### src/rtl/io_link_pkg.sv
// Shared types, defaults and helpers for the board-to-board IO link receiver.
package io_link_pkg;

    localparam int unsigned LOCK_COUNT_DEF     = 8;
    localparam int unsigned TIMEOUT_CYCLES_DEF = 1024;

    typedef enum logic [1:0] {
        SEARCH,
        LOCKED,
        LOST
    } link_state_t;

    // Zero-extended input keeps the result correct for any width up to 32.
    function automatic logic [31:0] gray2bin(input logic [31:0] g);
        logic [31:0] b;
        b = g;
        for (int unsigned i = 0; i < 31; i++) begin
            b[30-i] = b[31-i] ^ g[30-i];
        end
        return b;
    endfunction

endpackage

### src/rtl/io_link_sync.sv
// Parameterised-width two-flop synchroniser, asynchronous active-low reset.
module io_link_sync #(
    parameter int unsigned WIDTH = 1
) (
    input  logic             clk,
    input  logic             rst_n,
    input  logic [WIDTH-1:0] d,
    output logic [WIDTH-1:0] q
);

    logic [WIDTH-1:0] meta;

    always_ff @(posedge clk or negedge rst_n) begin
        if (!rst_n) begin
            meta <= '0;
            q    <= '0;
        end else begin
            meta <= d;
            q    <= meta;
        end
    end

endmodule

### src/rtl/io_link_rx.sv
// IO link receiver: resynchronises, validates and lock-tracks the master's step counter.
// Define IO_LINK_RX_GRAY_EN for Gray-coded pins; otherwise binary pins with a stability filter.
module io_link_rx
    import io_link_pkg::*;
#(
    parameter int unsigned CNT_BITS       = 4,
    parameter int unsigned LOCK_COUNT     = LOCK_COUNT_DEF,
    parameter int unsigned TIMEOUT_CYCLES = TIMEOUT_CYCLES_DEF,
    parameter int unsigned ERR_BITS       = 16
) (
    input  logic                clk,
    input  logic                rst_n,
    input  logic [CNT_BITS-1:0] cnt_i,
    input  logic                loop_i,
    input  logic                clr_err_i,
    output logic [CNT_BITS-1:0] cnt_o,
    output logic                cnt_valid_o,
    output logic                loop_o,
    output logic                locked_o,
    output logic                lost_o,
    output logic [ERR_BITS-1:0] err_cnt_o
);

    localparam int unsigned          TMO_W = $clog2(TIMEOUT_CYCLES + 1);
    localparam logic [CNT_BITS-1:0]  ONE   = CNT_BITS'(1);

    logic [CNT_BITS:0]   sync_q;
    logic [CNT_BITS-1:0] cnt_s;
    logic [CNT_BITS-1:0] v;
    logic                stable;

    io_link_sync #(.WIDTH(CNT_BITS + 1)) u_sync (
        .clk   (clk),
        .rst_n (rst_n),
        .d     ({loop_i, cnt_i}),
        .q     (sync_q)
    );

    assign cnt_s = sync_q[CNT_BITS-1:0];

`ifdef IO_LINK_RX_GRAY_EN
    localparam int unsigned FILL = 2;

    assign v      = CNT_BITS'(gray2bin(32'(cnt_s)));
    assign stable = 1'b1;
`else
    localparam int unsigned FILL = 3;

    logic [CNT_BITS-1:0] prev_q;

    always_ff @(posedge clk or negedge rst_n) begin
        if (!rst_n) prev_q <= '0;
        else        prev_q <= cnt_s;
    end

    // Two equal consecutive samples absorb skew between binary bits.
    assign v      = prev_q;
    assign stable = (cnt_s == prev_q);
`endif

    // Reset-zeroed pipeline contents must not be mistaken for the first real sample.
    logic [FILL-1:0] fill_q;
    always_ff @(posedge clk or negedge rst_n) begin
        if (!rst_n) fill_q <= '0;
        else        fill_q <= {fill_q[FILL-2:0], 1'b1};
    end

    logic                primed_q;
    logic [CNT_BITS-1:0] ref_q;
    logic [TMO_W-1:0]    tmo_q;
    logic                v_ok, step, valid_step, invalid_step, timeout;

    assign v_ok         = fill_q[FILL-1] && stable;
    assign step         = v_ok && primed_q && (v != ref_q);
    assign valid_step   = step && (v == ref_q + ONE);
    assign invalid_step = step && !valid_step;
    assign timeout      = (tmo_q == TMO_W'(TIMEOUT_CYCLES));

    always_ff @(posedge clk or negedge rst_n) begin
        if (!rst_n) begin
            primed_q    <= 1'b0;
            ref_q       <= '0;
            cnt_o       <= '0;
            cnt_valid_o <= 1'b0;
            tmo_q       <= '0;
            loop_o      <= 1'b0;
        end else begin
            cnt_valid_o <= step;
            loop_o      <= sync_q[CNT_BITS];
            if (v_ok && !primed_q) begin
                primed_q <= 1'b1;
                ref_q    <= v;
            end
            if (step) begin
                ref_q <= v;
                cnt_o <= v;
                tmo_q <= '0;
            end else if (!timeout) begin
                tmo_q <= tmo_q + TMO_W'(1);
            end
        end
    end

    always_ff @(posedge clk or negedge rst_n) begin
        if (!rst_n) begin
            err_cnt_o <= '0;
        end else if (invalid_step) begin
            if (clr_err_i)            err_cnt_o <= ERR_BITS'(1);
            else if (err_cnt_o != '1) err_cnt_o <= err_cnt_o + ERR_BITS'(1);
        end else if (clr_err_i) begin
            err_cnt_o <= '0;
        end
    end

    link_state_t state_q, state_d;
    logic [7:0]  run_q, run_d;
    logic [8:0]  run_inc;

    assign run_inc = {1'b0, run_q} + 9'd1;

    always_ff @(posedge clk or negedge rst_n) begin
        if (!rst_n) begin
            state_q <= SEARCH;
            run_q   <= '0;
        end else begin
            state_q <= state_d;
            run_q   <= run_d;
        end
    end

    // A step always takes precedence over a coincident timeout.
    always_comb begin
        state_d = state_q;
        run_d   = run_q;
        case (state_q)
            SEARCH: begin
                if (valid_step) begin
                    if (run_inc >= 9'(LOCK_COUNT)) begin
                        state_d = LOCKED;
                        run_d   = '0;
                    end else begin
                        run_d = run_inc[7:0];
                    end
                end else if (invalid_step || timeout) begin
                    run_d = '0;
                end
            end
            LOCKED: begin
                if (invalid_step) begin
                    state_d = SEARCH;
                    run_d   = '0;
                end else if (!step && timeout) begin
                    state_d = LOST;
                end
            end
            LOST: begin
                if (valid_step) begin
                    state_d = SEARCH;
                    run_d   = 8'd1;
                end
            end
            default: begin
                state_d = SEARCH;
                run_d   = '0;
            end
        endcase
    end

    assign locked_o = (state_q == LOCKED);
    assign lost_o   = (state_q == LOST);

endmodule
### config.mk
export PLATFORM = sky130hd
export DESIGN_NAME = io_link_rx
export DESIGN_NICKNAME = d
export VERILOG_FILES = /design/src/rtl/io_link_pkg.sv /design/src/rtl/io_link_sync.sv /design/src/rtl/io_link_rx.sv
export SDC_FILE = /design/constraint.sdc
export NUM_CORES = 1
export LEC_CHECK = 0
export CORE_ASPECT_RATIO = 0.75
export CORE_MARGIN = 2
export CORE_UTILIZATION = 55
export CTS_CLUSTER_DIAMETER = 200
export DETAILED_ROUTE_END_ITERATION = 10
export PLACE_DENSITY = 0.77
export REMOVE_ABC_BUFFERS = 1
export SYNTH_ARGS = -nofsm -noshare
export SYNTH_HDL_FRONTEND = slang
export SYNTH_SLANG_ARGS = --single-unit
### constraint.sdc
create_clock -name clk -period 2.5 [get_ports clk]
set_input_delay 0.5 -clock clk [delete_from_list [all_inputs] [get_ports clk]]
set_output_delay 0.5 -clock clk [all_outputs]
set_load 0.03 [all_outputs]
Word-level counts from Yosys, hierarchy flattened
Index checks and enable logic that the tools add are counted.

Word-level logic and storage cells: 70. Register bits: 65.

Reduce and logical (&&, ||, !) cells: 18. Multiplexer cells: 20. Add/subtract/negate cells: 4. $lt $le $gt $ge: 1. Equality and inequality tests: 14.

Operators with widths (number): $mux 16 (4); $mux 8 (5); $pmux 8 s3 (1); $mux 11 (2); $add 16x1->16 const B (1); $ne 16x16->1 const B (1); $add 11x1->11 const B (1); $eq 11x11->1 const B (1); $mux 2 (5); $add 8x1->9 const B (1); $ge 9x4->1 const B (1); $eq 4x4->1 (2); $mux 4 (2); $logic_and 1x1->1 (7); $ne 2x2->1 const B (3); $pmux 2 s3 (1); $reduce_bool 2->1 (3); $add 4x1->4 const B (1); $ne 2x1->1 const B (2); $ne 4x4->1 (1); $reduce_and 4->1 (1); $logic_not 1->1 (3); $ne 3x1->1 const B (1); $ne 3x3->1 const B (1); 6 further kinds (6).

Depth between registers and ports, before layout
Word-level depth: 11. Mapped depth: 9. Depth with buffers taken out: 7.

By module
From an unflattened synthesis, not the netlist that was laid out.

Cells, all modules: 285. Area total of the unflattened synthesis: 3065.4 sq um.

By module, submodules not included: io_link_rx (sequential area each 1376.3 sq um, area each 2815.2 sq um, instances 1, cells an instance 275); io_link_sync (sequential area each 250.2 sq um, area each 250.2 sq um, instances 1, cells an instance 10).

Worst setup path after synthesis
OpenSTA, ideal clock, no wires.

Path kind: flip-flop to flip-flop. From: register prev_q[0]. To: register run_q[1]. Period minus slack after synthesis: 2.232 ns. Slack: 0.268 ns. Path buffers: 1. Data arrival time: 2.111 ns. Stages on the path, launching flop included: 9. Cell sequence: dfrtp_1 -> nor2b_1 -> a2111o_1 -> or3_1 -> buf_6 -> clkinv_4 -> nor3_2 -> or3b_4 -> a32o_1.

Longest elaborated chain between the ends: 10. Elaborated cells on any way between the ends: 16.

RTL lines: from (decl) (line io_link_rx.sv:49) `logic [CNT_BITS-1:0] prev_q;`; from (signal assigned) (line io_link_rx.sv:53) `else prev_q <= cnt_s;`; $eq 4x4->1 (line io_link_rx.sv:58) `assign stable = (cnt_s == prev_q);`; $logic_and 1x1->1 (line io_link_rx.sv:73) `assign v_ok = fill_q[FILL-1] && stable;`; $logic_and 1x1->1 (2 in series) (line io_link_rx.sv:74) `assign step = v_ok && primed_q && (v != ref_q);`; $logic_and 1x1->1 (line io_link_rx.sv:75) `assign valid_step = step && (v == ref_q + ONE);`; $logic_not 1->1 (line io_link_rx.sv:76) `assign invalid_step = step && !valid_step;`; $logic_and 1x1->1 (line io_link_rx.sv:76); $logic_or 1x1->1 (line io_link_rx.sv:144) `end else if (invalid_step || timeout) begin`; $ne 3x3->1 (no line); $reduce_and 3->1 (no line); to (signal assigned) (line io_link_rx.sv:127) `run_q <= run_d;`; to (decl) (line io_link_rx.sv:116) `logic [7:0] run_q, run_d;`.

Parallel ways exist; a longest one is shown, timed or not. A chain may end at the register's enable or synchronous reset.

Worst setup path in the final report
From: register state_q[1]. To: output port lost_o.

Longest elaborated chain between the ends: 1.

RTL lines: from (decl) (line io_link_rx.sv:115) `link_state_t state_q, state_d;`; from (signal assigned) (line io_link_rx.sv:126) `state_q <= state_d;`; $eq 2x2->1 (line io_link_rx.sv:170) `assign lost_o = (state_q == LOST);`; to (decl) (line io_link_rx.sv:20) `output logic lost_o,`.

No other way between the ends.

==> flow_summary.ini <==
[status]
outcome = finished, final reports clean

[grt]
first_pass_grt_wire_length_mm = 9.56
grt.overflow.total = 0
grt_pass1_vias = 2024
grt_start_max_net_pins = 34
met1_grt_util_pct = 31.1
groute.layer.met2.usage_pct = 31.2
grt_use_met3_pct = 6.32
antenna_violations_before_repair = 0
grt_util_all_layers_pct = 21.5
busiest_layer = met2

[detailed_routing]
post_drt_via_cell_ratio = 5.29
pre_repair_dr_iteration_count = 4
antenna_left = 0
wl_per_cell_um = 13.9
finalWirelength_mm = 5.30
via_count = 2012
first_iter_violations = 133
detail_route.drc_violations = 0

[job]
maxCapViolations = 0

[sta]
achievable-frequency_mhz = 429
totalNegativeSetupSlack_ns = 0
rsz0062_at_grt = false
period_share_pct = 93.3
whs_ns = 0.0788
timing_hold_violations_final = 0
min_period_ns = 2.33
finClkSkew_ns = 0.00587
maxSlewHeadroom_pct = 57.7
worst-slew-pin-transition_ns = 0.633
timing_max_transition_violations_final = 0
finalSetupViolCount = 0

[power]
power_switching_uw = 863
netSwitchingFraction_pct = 32.3
sequential_cell_fraction_of_total_power_pct = 48.9
max-vdd-ir-drop_mv = 0.544
share_of_power_burned_in_the_clock_network_pct = 31.2
static-leakage-power_uw = 0.00160
combinationalPowerShare_pct = 19.9
p_per_area_mw_per_mm2 = 764
cell_internal_pwr_uw = 1810

[logic_synthesis]
syn_inst_count = 259
number_of_synthesized_flops_with_an_enable_pin = 0
post_synth_instance_area_mm2 = 0.00288
number_of_flip_flops_and_latches_in_the_synthesized_netlist = 65
yosys_warnings = 0
yosys.area.top_type_share_pct = 56.4
seq_area_frac_synth_pct = 56.4
synthesized_area_divided_by_synthesized_cell_count_um2 = 11.1
ys.flop_type = sky130_fd_sc_hd__dfrtp_1
yosys-top-cells-area = sky130_fd_sc_hd__dfrtp_1 (56%), sky130_fd_sc_hd__xor2_1 (6.7%), sky130_fd_sc_hd__nor2_1 (4.9%)
synth_top_cell_by_area = sky130_fd_sc_hd__dfrtp_1
netlist-cell-type-count = 41
synth-async-reset-ratio_pct = 100

[setup_path]
crit_fanout = 6
ff2ff_setup_slack_ns = 0.18
r2r.worst_path.cells = 7
critical_path.cell_chain = nor2b_1 > clkdlybuf4s50_1
worstSetupEndpointType = output port
critical_path_class = register to output port
startpoint_type = register
critPathSlowestCell = sky130_fd_sc_hd__clkdlybuf4s50_1
max_stage_delay_ns = 0.73
cp_data_arrival_time_ns = 1.83
crit_required_ns = 2.00

[die]
core_mm2 = 0.00498
ioPinCount = 32
std_cell_rows = 22
floorplan.die.width_um = 87.6
fp.dieH_um = 66.7
initial_core_util_pct = 57.9
design.die.area_mm2 = 0.00584

[clock_tree]
postCtsSetupBuffers = 0
ctsRootBufferMaster = sky130_fd_sc_hd__clkbuf_8
tritoncts = yes
cts-buffers-inserted = 9
clkSlewWorstSetupHoldPaths_ns = 0.08
cts.htree.levels = 3
clock_sinks = 65
clk-insertion-delay-late_ns = 0.35
clock_tree.buffer_depth = 2

[final_layout]
n_antenna_cell = 0
fillers = 360
layout.cells.most_common_list = sky130_fd_sc_hd__dfrtp_1 (65), sky130_fd_sc_hd__nor2_1 (38), sky130_fd_sc_hd__clkdlybuf4s50_1 (30), sky130_fd_sc_hd__xor2_1 (22), sky130_fd_sc_hd__nand3_1 (16)
nNetsFinal = 317
post_route_cells_drive_above_1_share_pct = 12.3
syn2layout_area_growth_pct = 21.2
final_common_cell = sky130_fd_sc_hd__dfrtp_1

[placement]
place_congestion = 0.860
port-buffer-count = 31
dp_hpwl_mm = 3.77

[worst_hold_path]
path_category_of_the_worst_min_delay_check = primary input to asynchronous set/reset pin
## path summary, 6_finish.rpt
path | startpoint | to
min reg2reg | u_sync.meta[0]$_DFF_PN0_ | u_sync.q[0]$_DFF_PN0_
min in group clk | u_sync.meta[0]$_DFF_PN0_ | u_sync.q[0]$_DFF_PN0_
max reg2reg | prev_q[0]$_DFF_PN0_ | run_q[1]$_DFFE_PN0P_
max in group asynchronous | rst_n | tmo_q[4]$_DFFE_PN0N_
min | rst_n | run_q[2]$_DFFE_PN0P_
max | state_q[1]$_DFFE_PN0P_ | lost_o
## area by class of cell
cell class              instances  area (µm²)  share of cell area, %
flip-flops and latches         65        1630                   46.5
multi-input cells             181        1200                   34.3
repair buffers                 39         365                   10.5
clock buffers                   9         124                   3.54
well taps                      72        90.1                   2.58
clock inverters                 7        61.3                   1.75
inverters                       7        31.3                  0.895
## Yosys cell counts (2+ instances only)
library cell	instances
sky130_fd_sc_hd__or3_1	2
sky130_fd_sc_hd__o21ai_0	6
sky130_fd_sc_hd__clkbuf_1	2
sky130_fd_sc_hd__nand2_1	7
sky130_fd_sc_hd__nor2b_1	4
sky130_fd_sc_hd__nor4_1	2
sky130_fd_sc_hd__ha_1	6
sky130_fd_sc_hd__dfrtp_1	65
sky130_fd_sc_hd__nand2b_1	4
sky130_fd_sc_hd__nand4_1	10
sky130_fd_sc_hd__a21oi_1	6
sky130_fd_sc_hd__a311oi_1	2
sky130_fd_sc_hd__and3_1	10
sky130_fd_sc_hd__a32o_1	2
sky130_fd_sc_hd__xor2_1	22
sky130_fd_sc_hd__inv_1	6
sky130_fd_sc_hd__buf_2	3
sky130_fd_sc_hd__xnor2_1	6
sky130_fd_sc_hd__nor2_1	38
sky130_fd_sc_hd__nor3_1	4
sky130_fd_sc_hd__and2_1	8
sky130_fd_sc_hd__nand3_1	16
sky130_fd_sc_hd__a31oi_1	2
sky130_fd_sc_hd__mux2_2	8
sky130_fd_sc_hd__mux2i_1	2
## worst max-delay path: cells and delay by family, from the launching register on
family	cells	cell delay, ns
buffers and inverters	1	0.73
DFF	1	0.45
and+or+nand+nor	1	0.31
## through the flow
| stage | util [%] | instance area, µm² | total power, µW | instances | worst slack [ns] |
|---|---|---|---|---|---|
| global placement | 66.3 | 3310 | 1840 | 364 | 0.171 |
| detailed placement | 66.3 | 3310 | 1860 | 364 | 0.113 |
| global route | 70.2 | 3500 | 2830 | 380 | 0.0365 |
| floorplan | - | 2850 | 1660 | 253 | 0.122 |
| finish | 70.2 | 3500 | 2670 | 380 | 0.168 |
| CTS | 70.1 | 3490 | 2700 | 380 | 0.100 |
## routing by layer
metal	share of wire [%]	vias to the layer above
li1	-	988
met1	51	966
met2	43	50
met3	4.4	8
met4	1.2	0
met5	0	-
## registers in the layout, indices dropped and copies added (netlist names), 2 cells and up
name / cells
cnt_o: 4
err_cnt_o: 16
fill_q: 3
prev_q: 4
ref_q: 4
run_q: 8
state_q: 2
tmo_q: 11
u_sync.meta: 5
u_sync.q: 5
## power groups by stage
| stage | Combinational, µW | Sequential, µW | Clock (µW) |
|---|---|---|---|
| 2_1_floorplan | 298 | 1360 | 0 |
| 6_report | 532 | 1310 | 833 |
| 3_5_place_dp | 535 | 1320 | 0 |
| 3_3_place_gp | 521 | 1320 | 0 |
| 5_1_grt | 600 | 1330 | 902 |
| 4_1_cts | 536 | 1300 | 857 |
## logic make-up after synthesis
group                      Yosys count  share of synthesized area, %
muxes                               10                          3.82
DFF                                 65                          56.4
xor gates and xnor gates            29                          9.28
and+or+nand+nor                    110                          19.6
other                                1                         0.130
adders and majority gates            6                          2.60
buffers and inverters               13                          2.26
AOI/OAI and AO/OA                   25                          5.90
## repair_timing
item	CTS	global route
endpoints found under the setup margin	0	1
hold buffers	0	0
gates resized for setup	0	1
Note: power is estimated with default switching activity, not from simulation.
